### src/rtl/uart_pkg.sv
// Shared UART types and constants, imported by the transmitter and receiver.
// UART_TX_PARITY_EN adds the PARITY state (and widens the state enum to 3 bits).
package uart_pkg;

    localparam int OVERSAMPLE_DEFAULT = 16;

    // Stop-period lengths in Ticks: 1, 1.5 and 2 stop bits
    localparam int STOP_1   = 16;
    localparam int STOP_1P5 = 24;
    localparam int STOP_2   = 32;

`ifdef UART_TX_PARITY_EN
    typedef enum logic [2:0] {IDLE, START, DATA, STOP, PARITY} uart_state_t;
`else
    typedef enum logic [1:0] {IDLE, START, DATA, STOP} uart_state_t;
`endif

endpackage

### src/rtl/uart_transmitter.sv
// UART transmitter: start bit, DATA_BITS data bits LSB first, stop period, paced by 16x Tick.
// Optional UART_TX_PARITY_EN inserts a parity bit (even/odd chosen by ParityOdd).
module uart_transmitter
    import uart_pkg::*;
#(
    parameter int DATA_BITS      = 8,
    parameter int STOP_BIT_TICKS = STOP_1,
    parameter int OVERSAMPLE     = OVERSAMPLE_DEFAULT
) (
    input  logic                 Clock,
    input  logic                 ResetN,
    input  logic                 Tick,
    input  logic                 TxStart,
    input  logic [DATA_BITS-1:0] TxData,
`ifdef UART_TX_PARITY_EN
    input  logic                 ParityOdd,
`endif
    output logic                 Tx,
    output logic                 TxBusy,
    output logic                 TxDone
);

    localparam int TICK_MAX = (OVERSAMPLE > STOP_BIT_TICKS) ? OVERSAMPLE : STOP_BIT_TICKS;
    localparam int TICK_W   = $clog2(TICK_MAX);
    localparam int DATA_W   = (DATA_BITS > 1) ? $clog2(DATA_BITS) : 1;

    localparam logic [TICK_W-1:0] BIT_LAST  = TICK_W'(OVERSAMPLE - 1);
    localparam logic [TICK_W-1:0] STOP_LAST = TICK_W'(STOP_BIT_TICKS - 1);
    localparam logic [DATA_W-1:0] DATA_LAST = DATA_W'(DATA_BITS - 1);

    uart_state_t          state;
    logic [TICK_W-1:0]    tickCounter;
    logic [DATA_W-1:0]    dataCounter;
    logic [DATA_BITS-1:0] shiftReg;
`ifdef UART_TX_PARITY_EN
    logic                 parityBit;
`endif

    // Tx is loaded with the line level of the state being entered, so it stays a pure flop output
    always_ff @(posedge Clock or negedge ResetN) begin
        if (!ResetN) begin
            state       <= IDLE;
            tickCounter <= '0;
            dataCounter <= '0;
            shiftReg    <= '0;
            Tx          <= 1'b1;
            TxBusy      <= 1'b0;
            TxDone      <= 1'b0;
`ifdef UART_TX_PARITY_EN
            parityBit   <= 1'b0;
`endif
        end else begin
            TxDone <= 1'b0;
            unique case (state)
                IDLE: begin
                    Tx <= 1'b1;
                    if (TxStart) begin
                        shiftReg    <= TxData;
                        tickCounter <= '0;
                        state       <= START;
                        Tx          <= 1'b0;
                        TxBusy      <= 1'b1;
`ifdef UART_TX_PARITY_EN
                        parityBit   <= (^TxData) ^ ParityOdd;
`endif
                    end
                end
                START: begin
                    if (Tick) begin
                        if (tickCounter == BIT_LAST) begin
                            tickCounter <= '0;
                            dataCounter <= '0;
                            state       <= DATA;
                            Tx          <= shiftReg[0];
                        end else begin
                            tickCounter <= tickCounter + 1'b1;
                        end
                    end
                end
                DATA: begin
                    if (Tick) begin
                        if (tickCounter == BIT_LAST) begin
                            shiftReg    <= shiftReg >> 1;
                            tickCounter <= '0;
                            if (dataCounter == DATA_LAST) begin
`ifdef UART_TX_PARITY_EN
                                state <= PARITY;
                                Tx    <= parityBit;
`else
                                state <= STOP;
                                Tx    <= 1'b1;
`endif
                            end else begin
                                dataCounter <= dataCounter + 1'b1;
                                Tx          <= shiftReg[1];
                            end
                        end else begin
                            tickCounter <= tickCounter + 1'b1;
                        end
                    end
                end
`ifdef UART_TX_PARITY_EN
                PARITY: begin
                    if (Tick) begin
                        if (tickCounter == BIT_LAST) begin
                            tickCounter <= '0;
                            state       <= STOP;
                            Tx          <= 1'b1;
                        end else begin
                            tickCounter <= tickCounter + 1'b1;
                        end
                    end
                end
`endif
                STOP: begin
                    if (Tick) begin
                        if (tickCounter == STOP_LAST) begin
                            tickCounter <= '0;
                            state       <= IDLE;
                            Tx          <= 1'b1;
                            TxBusy      <= 1'b0;
                            TxDone      <= 1'b1;
                        end else begin
                            tickCounter <= tickCounter + 1'b1;
                        end
                    end
                end
                default: begin
                    state  <= IDLE;
                    Tx     <= 1'b1;
                    TxBusy <= 1'b0;
                end
            endcase
        end
    end

endmodule

### config.mk
export PLATFORM = sky130hd
export DESIGN_NAME = uart_transmitter
export DESIGN_NICKNAME = d
export VERILOG_FILES = /design/src/rtl/uart_pkg.sv /design/src/rtl/uart_transmitter.sv
export SDC_FILE = /design/constraint.sdc
export NUM_CORES = 1
export LEC_CHECK = 0
export BUFFER_PORTS_ARGS = -buffer_cell sky130_fd_sc_hd__buf_2
export CORE_MARGIN = 1
export CORE_UTILIZATION = 35
export CTS_BUF_LIST = sky130_fd_sc_hd__clkbuf_8
export DETAILED_ROUTE_END_ITERATION = 6
export MAX_ROUTING_LAYER = met4
export PLACE_DENSITY = 0.5
export SKIP_LAST_GASP = 1
export SLEW_MARGIN = 20
export SYNTH_ARGS = -nofsm -noshare
export SYNTH_HDL_FRONTEND = slang
export SYNTH_SLANG_ARGS = --single-unit
### constraint.sdc
create_clock -name Clock -period 2.5 [get_ports Clock]
set_input_delay 0.25 -clock Clock [delete_from_list [all_inputs] [get_ports Clock]]
set_output_delay 0.25 -clock Clock [all_outputs]
set_load 0.005 [all_outputs]
Yosys cells after proc, flatten, opt, wreduce, memory -nomap -nowiden:

Index checks and enable logic that the tools add are counted.

* register bits: 20
* bits of input ports: 12
* output and inout port bits: 3
* word-level logic and storage cells: 74

* $add $sub $neg: 2
* eq/ne operators: 15
* mux-type cells: 39
* reduce and logical (&&, ||, !) cells: 11

Operators with widths (number)
* $mux 8: 3
* $ne 2x2->1 const B: 9
* $mux 2: 8
* $pmux 8 s2: 1
* $mux 3: 5
* $mux 1: 14
* $mux 4: 3
* $reduce_and 6->1: 2
* $pmux 2 s4: 1
* $pmux 4 s2: 1
* $reduce_and 4->1: 2
* $reduce_and 8->1: 1
* $pmux 3 s2: 1
* $reduce_bool 2->1: 3
* $add 4x1->4 const B: 1
* $eq 2x2->1 const B: 2
* $eq 4x4->1 const B: 1
* $pmux 1 s4: 1
* $add 3x1->3 const B: 1
* $eq 3x3->1 const B: 1
* $reduce_or 3->1: 1
* $eq 2x1->1 const B: 1
* $logic_not 2->1: 1
* $ne 2x1->1 const B: 1
* 2 further kinds: 2

Logic depth before layout (Yosys ltp):

Gate-level depths: netlist of the first run.

* depth in word-level cells: 5
* depth in mapped cells: 7
* mapped depth without buffers: 6

Least setup slack after synthesis of the first run:

Ideal clock, no wire load.

* path kind: register to register
* start point: register tickCounter[0]
* end point: register state[1]
* library setup time: 0.125 ns
* arrival: 1.419 ns
* data required time: 2.375 ns
* setup slack: 0.956 ns
* cell stages (with the launch flop): 6
* path buffers: 0
* clock period less this slack: 1.544 ns
* cells stage by stage: dfrtp_1 ha_1 and4_4 o21bai_4 a21oi_2 mux2_4

* longest elaborated chain between the ends: 3
* elaborated cells on any way between the ends: 5
* classes of those cells: eq/ne: 4; reduce/logical: 1

Ends and longest elaborated chain
* from (decl): line uart_transmitter.sv:32 `logic [TICK_W-1:0] tickCounter;`
* from (signal assigned): line uart_transmitter.sv:76 `tickCounter <= tickCounter + 1'b1;`
* from (signal assigned): line uart_transmitter.sv:98 `tickCounter <= tickCounter + 1'b1;`
* from (signal assigned): line uart_transmitter.sv:124 `tickCounter <= tickCounter + 1'b1;`
* $eq 4x4->1 (*): line uart_transmitter.sv:70, uart_transmitter.sv:82, uart_transmitter.sv:117
* $ne 2x2->1 (no line)
* $reduce_and 8->1 (no line) (*)
* to (signal assigned): line uart_transmitter.sv:73 `state <= DATA;`
* to (signal assigned): line uart_transmitter.sv:90 `state <= STOP;`
* to (signal assigned): line uart_transmitter.sv:119 `state <= IDLE;`
* to (decl): line uart_transmitter.sv:31 `uart_state_t state;`

Every way passes the cells marked *; elsewhere a longest branch is shown, timed or not.
A chain may end at the register's enable or synchronous reset.

Final worst setup path of the first run:

* start point: register state[0]
* end point: register state[1]

* longest elaborated chain between the ends: 3
* elaborated cells on any way between the ends: 14
* classes of those cells: eq/ne: 11; mux: 1; reduce/logical: 2

Ends and longest elaborated chain
* from (signal assigned): line uart_transmitter.sv:42 `state <= IDLE;`
* from (signal assigned): line uart_transmitter.sv:60 `state <= START;`
* from (signal assigned): line uart_transmitter.sv:73
* $eq 2x2->1, or another cell as far along: line uart_transmitter.sv:54 `unique case (state)`
* $ne 2x2->1 (no line)
* $reduce_and 8->1 (no line)

Several ways; a longest one is shown, not always the timed one.

==> results.toml, run 1 <==
[routing]
ant_nets = 0
drtIter0Drc = 68
wl_per_cell_um = 14.9
drc = 0
drt-total-wl_mm = 2.84
dr.pass1.iters = 5
via_count = 1033
viasPerCell = 5.44

[critical_path]
r2r_slack_ns = 0.71
crit_path_start = "state[0]"
criticalPathCategory = "flip-flop to flip-flop"
crit_fanout = 8
reg2reg_depth = 5
crit_chain = "inv_1, ha_1, nor2b_1, a21oi_2, mux2_4"
path_delay_family = "simple AND/OR/NAND/NOR gates"
critPathCaptureType = "flip-flop"
cp_num_cells = 5
worstPathArrival_ns = 1.94
rr_endpoint = "state[1]"
rr_startpoint = "state[0]"
crit_end = "state[1]"
slowest_delay_ns = 0.46
startpoint_type = "flip-flop"
cp_num_buf_inv = 1
slowest_stage = "nor2b_1"
worstPathRequired_ns = 2.65

[clock_tree]
postCtsSetupBuffers = 0
clkTransAtPathRegs_ns = 0.08
ctsResizeCount = 0
htree_levels = 1
cts_buffers = 3
root_buffer = "clkbuf_8"
postCtsHoldBufs = 1
clk_latency_ns = 0.26
clockBufferDepth = 2
cts_tree = "yes"
numClockSinks = 20

[pwr]
p_per_area_mw_per_mm2 = 1120
intPower_uw = 903
swShare_pct = 41.4
power.leakage_nw = 0.609
peakVddDrop_uv = 488
power_frac_clock_pct = 14.4
p_sw_uw = 638
seq_power_share_pct = 37.3
combPwrFrac_pct = 48.4

[global_route]
grt.total_usage_pct = 18.0
grt_pass1_vias = 971
grt_max_degree = 21
grt_pass1_wl_mm = 4.75
antenna_found_initial = 0
grt-ovfl-total = 0

[sta]
setup_violations = 0
fin_crit_ns = 1.79
finalCritPeriodShare_pct = 71.4
skew_ns = 0.00224
fin_tns_setup_ns = 0
worst_pin_slew_ns = 0.480
rsz0062_at_grt = "no"
fmax_ghz = 0.560
finalHoldViolCount = 0
finalMaxSlewViolations = 0
slew_headroom_pct = 68.0

[logic_synthesis]
synth_top_area_share_pct = 38.3
synthCells = 133
async_flop_share_pct = 100
synth_edf_count = 0
synth_top_area_cell = "dfrtp_1"
synthesis.nets = 152
synth_area_mm2 = 0.00124
ys.flop_type = "dfrtp_1"
syn_area_per_cell_um2 = 9.33
yosysWarnings = 0
ys_seq_area_share_pct = 40.4
synth.ff_latch_count = 20
netlist_top_cells_area = "dfrtp_1 38%, ha_1 7.1%, o22ai_1 6.6%"
yosysUniqueCellTypes = 41

[finish]
finalInstanceArea_mm2 = 0.00138
n_antenna_cell = 0
multi_input_area_um2 = 647
layout_common_cells = "19 x dfrtp_1, 14 x buf_2, 13 x o22ai_1"
seqCellArea_um2 = 502
fillers = 358
num-nets-final = 164
final_common_cell = "dfrtp_1"
layout-drive-gt1-share_pct = 19.4
area.growth.synth_to_final_pct = 10.9

[die]
dieWidth_um = 61.6
fp.coreArea_mm2 = 0.00336
dieArea_mm2 = 0.00379
chipHeight_um = 61.6
io_pins = 15
start_util_pct = 36.9
fp-row-count = 21

[status]
status = "finished, final reports clean"

[placement]
gp_congestion = 0.775
placed_cell_area_mm2 = 0.00132
hpwl_mm = 1.97
port_buffers = 14

[min_path]
hold_class = "primary input to flip-flop"

[run]
drv_cap = 0
==> per-stage QoR <==
| step | total power [mW] | std cells | utilization, % | setup WS, ns | hold slack (ns) |
|---|---|---|---|---|---|
| final | 1.54 | 190 | 40.9 | 0.715 | 0.308 |
| after CTS | 1.54 | 190 | 40.9 | 0.725 | 0.311 |
| after detailed placement | 1.31 | 185 | 39.3 | 0.738 | 0.238 |
| after floorplan | 1.15 | 133 | - | 0.956 | -0.0456 |
| after global routing | 1.68 | 190 | 40.9 | 0.594 | 0.321 |
| after global placement | 1.29 | 185 | 39.3 | 0.800 | 0.238 |
==> cell type report <==
cell class	count	area share, %
clock inverters	1	0.273
flip-flops and latches	20	36.5
well taps	46	4.18
multi-input cells	95	47.0
inverters	8	2.18
clock buffers	3	3.00
repair buffers	17	6.91
==> synth_stat cells (2+ instances only) <==
library cell / number
nor2_1: 7
o22a_1: 3
nand2_1: 9
buf_2: 5
nand2_2: 2
a21oi_1: 11
dfrtp_1: 19
o21ai_0: 8
clkbuf_1: 2
a22o_1: 4
o22ai_1: 13
nand3_1: 4
ha_1: 7
a31oi_1: 4
inv_1: 8
buf_6: 2
==> worst reg2reg max path: stages (launching register included) <==
cell     delay [ns]
dfrtp_1        0.42
inv_1          0.10
ha_1           0.29
nor2b_1        0.46
a21oi_2        0.09
mux2_4         0.32
==> sequential cells by signal (all words and copies together), names as in the netlist <==
name / cells
shiftReg: 8
dataCounter: 3
tickCounter: 4
TxDone: 1
Tx: 1
TxBusy: 1
state: 2
==> power groups by stage <==
stage	sequential [mW]	clock, mW	combinational, mW
floorplan	0.534	0	0.616
global placement	0.572	0	0.717
detailed placement	0.574	0	0.738
CTS	0.571	0.229	0.742
global route	0.594	0.244	0.840
finish	0.574	0.221	0.745
==> routing by layer <==
metal	track usage [%]	part of all wire (%)	up-vias
li1	-	-	512
met1	24.2	50	499
met2	26.1	46	20
met3	5.25	3.1	2
met4	5.40	0.70	0
met5	-	0	-
==> how the worst min path moves through the flow <==
stage	cells past startpoint	slack, ns	startpoint	endpoint
after floorplan	0	-0.05	ResetN	TxBusy
after detailed placement	1	0.24	ResetN	tickCounter[2]
after CTS	3	0.31	TxData[3]	shiftReg[3]
after global routing	3	0.32	TxData[3]	shiftReg[3]
after global placement	1	0.24	ResetN	tickCounter[2]
final	3	0.31	TxData[3]	shiftReg[3]
==> cell families (layout without fill, tap and decap cells) <==
family          Yosys count  count (layout)  share of synthesized area [%]
fa+ha+maj                 7               7                           7.06
flops                    20              20                           40.4
buf+inv                  18              29                           7.46
mux                       3               3                           2.92
xor+xnor                  1               1                          0.706
simple gates             31              31                           12.6
compound gates           53              53                           28.8
No activity file was read; power rests on OpenSTA's default activity.
==> run 2: changes to the inputs <==
Settings changed: ABC_AREA set to 1, PLACE_DENSITY 0.5 to 0.52.
Clock period 2.5 ns to 1.45 ns, I/O delays scaled along.
==> results.toml, run 2 <==
[status]
status = "finished, final reports clean"

[logic_synthesis]
yosysWarnings = 0
async_flop_share_pct = 100
synth_edf_count = 0
synth_most_common_cell = "nand2_1"
synth.ff_latch_count = 20
synthesis.nets = 177
ys_seq_area_share_pct = 42.8
yosysUniqueCellTypes = 18
synth_common_cells = "72 x nand2_1, 19 x dfrtp_1, 15 x inv_1"
synth_area_mm2 = 0.00117
synth_top_area_cell = "dfrtp_1"
netlist_top_cells_area = "dfrtp_1 41%, nand2_1 23%, ha_1 7.5%"
synth_top_area_share_pct = 40.6
syn_area_per_cell_um2 = 7.42
ys.flop_type = "dfrtp_1"
synthCells = 158

[min_path]
min_to = "TxBusy"
whs_path_depth = 3
hold_path_startpoint = "TxStart"
hold_class = "primary input to flip-flop"

[die]
dieWidth_um = 59.9
start_util_pct = 37.8
dieArea_mm2 = 0.00359
fp-row-count = 20
io_pins = 15
fp.coreArea_mm2 = 0.00310
chipHeight_um = 59.9

[finish]
n_antenna_cell = 0
finalInstanceArea_mm2 = 0.00150
layout_common_cells = "68 x nand2_1, 18 x dfrtp_1, 14 x buf_2"
final_common_cell = "nand2_1"
layout-drive-gt1-share_pct = 27.1
num-nets-final = 208
regMostFlops = "shiftReg"
largest_reg_flops = 8
area.growth.synth_to_final_pct = 27.7
fillers = 313
finalNonFillerCells = 232
largest_registers = "shiftReg (8), tickCounter (4), dataCounter (3)"

[critical_path]
criticalPathCategory = "flip-flop to flip-flop"
r2r_slack_ns = 0.11
critPathCaptureType = "flip-flop"
worstPathRequired_ns = 1.59
worstPathArrival_ns = 1.49
crit_fanout = 6
rr_endpoint = "dataCounter[1]"
startpoint_type = "flip-flop"
rr_startpoint = "dataCounter[0]"
reg2reg_depth = 8
crit_path_start = "dataCounter[0]"

[clock_tree]
clkTransAtPathRegs_ns = 0.07
cts_buffers = 3
numClockSinks = 20
htree_levels = 1
cts_tree = "yes"
clockBufferDepth = 2
root_buffer = "clkbuf_8"
clk_latency_ns = 0.26

[pwr]
p_sw_mw = 1.22
finalPower_mw = 2.90
power.leakage_nw = 0.806
power_frac_clock_pct = 14.7
combPwrFrac_pct = 53.8
swShare_pct = 42.2
seq_power_share_pct = 31.6
p_per_area_mw_per_mm2 = 1930
peakVddDrop_uv = 651
intPower_mw = 1.67

[global_route]
grt_pass1_vias = 993
grt-ovfl-total = 0
grt_max_degree = 21
grt.total_usage_pct = 16.3
grt_pass1_wl_mm = 4.22
antenna_found_initial = 0

[sta]
finalMaxSlewViolations = 0
fin_ws_ns = 0.107
finalHoldViolCount = 0
fin_tns_setup_ns = 0
skew_ns = 0.00134
fin_crit_ns = 1.34
worst_pin_slew_ns = 0.478
fmax_ghz = 0.745
finalCritPeriodShare_pct = 92.6
slew_headroom_pct = 68.1
setup_violations = 0

[routing]
via_count = 1085
drtIter0Drc = 97
drc = 0
drt-total-wl_mm = 2.55
viasPerCell = 4.68
wl_per_cell_um = 11.0
ant_nets = 0
dr.pass1.iters = 5

[run]
drv_cap = 0

[placement]
placed_cell_area_mm2 = 0.00137
port_buffers = 14
gp_congestion = 0.820
hpwl_mm = 1.85
place_inst = 226
dp_slack_ns = 0.00434
[run 2: area by class of cell]
| cell class | instances | area (µm²) | area share, % |
|---|---|---|---|
| repair buffers | 28 | 178 | 11.9 |
| inverters | 16 | 62.6 | 4.18 |
| well taps | 44 | 55.1 | 3.68 |
| flip-flops and latches | 20 | 503 | 33.6 |
| multi-input cells | 120 | 644 | 43.0 |
| clock buffers | 4 | 55.1 | 3.68 |
[run 2: worst max-delay path by stage]
stage / endpoint / cells after the start
4_1_cts: shiftReg[5] / 6
5_1_grt: state[0] / 6
2_1_floorplan: shiftReg[0] / 7
6_report: dataCounter[1] / 8
3_3_place_gp: state[0] / 7
3_5_place_dp: state[0] / 7
[run 2: worst max-delay path, stage by stage (launching register included)]
cell and delay [ns]:
dfrtp_1 0.39, ha_1 0.21, ha_2 0.17, inv_1 0.05
nand2_1 0.05, o21ai_1 0.09, nand2_2 0.12, nand2_1 0.08
o21ai_0 0.07
[run 2: repair_timing]
action                                  in CTS  in global routing
endpoints found under the setup margin       8                 17
hold buffers                                 1                  0
buffers inserted                             0                  1
resized for setup                            2                 17
hold endpoints to repair                    19                  0
pin swaps                                    0                  1
[run 2: routing by layer]
metal	GRT usage [%]	share of wire [%]	up-vias
met5	-	0	-
met4	5.65	1.2	0
met3	4.11	3.9	4
met2	24.9	48	22
met1	20.9	47	493
li1	-	-	566
[run 2: power by group through the flow]
stage | sequential, mW | combinational, mW | clock, mW
4_1_cts | 0.892 | 1.44 | 0.440
2_1_floorplan | 0.885 | 0.965 | 0
3_5_place_dp | 0.901 | 1.42 | 0
6_report | 0.915 | 1.56 | 0.425
3_3_place_gp | 0.904 | 1.40 | 0
5_1_grt | 0.935 | 1.79 | 0.460
[run 2: through the flow]
stage / hold WS (ns) / util, %
2_1_floorplan: -0.151 / -
3_3_place_gp: 0.132 / 44.1
3_5_place_dp: 0.137 / 44.1
4_1_cts: 0.169 / 46.4
5_1_grt: 0.207 / 48.3
6_report: 0.182 / 48.3
[run 2: kinds of logic (layout without fill, tap and decap cells)]
logic type	Yosys count	after routing	share of synthesized area (%)
DFF	20	20	42.8
AOI/OAI and AO/OA	7	7	2.99
adders and majority gates	7	7	7.47
buffers and inverters	18	48	6.72
and+or+nand+nor	106	106	40.0
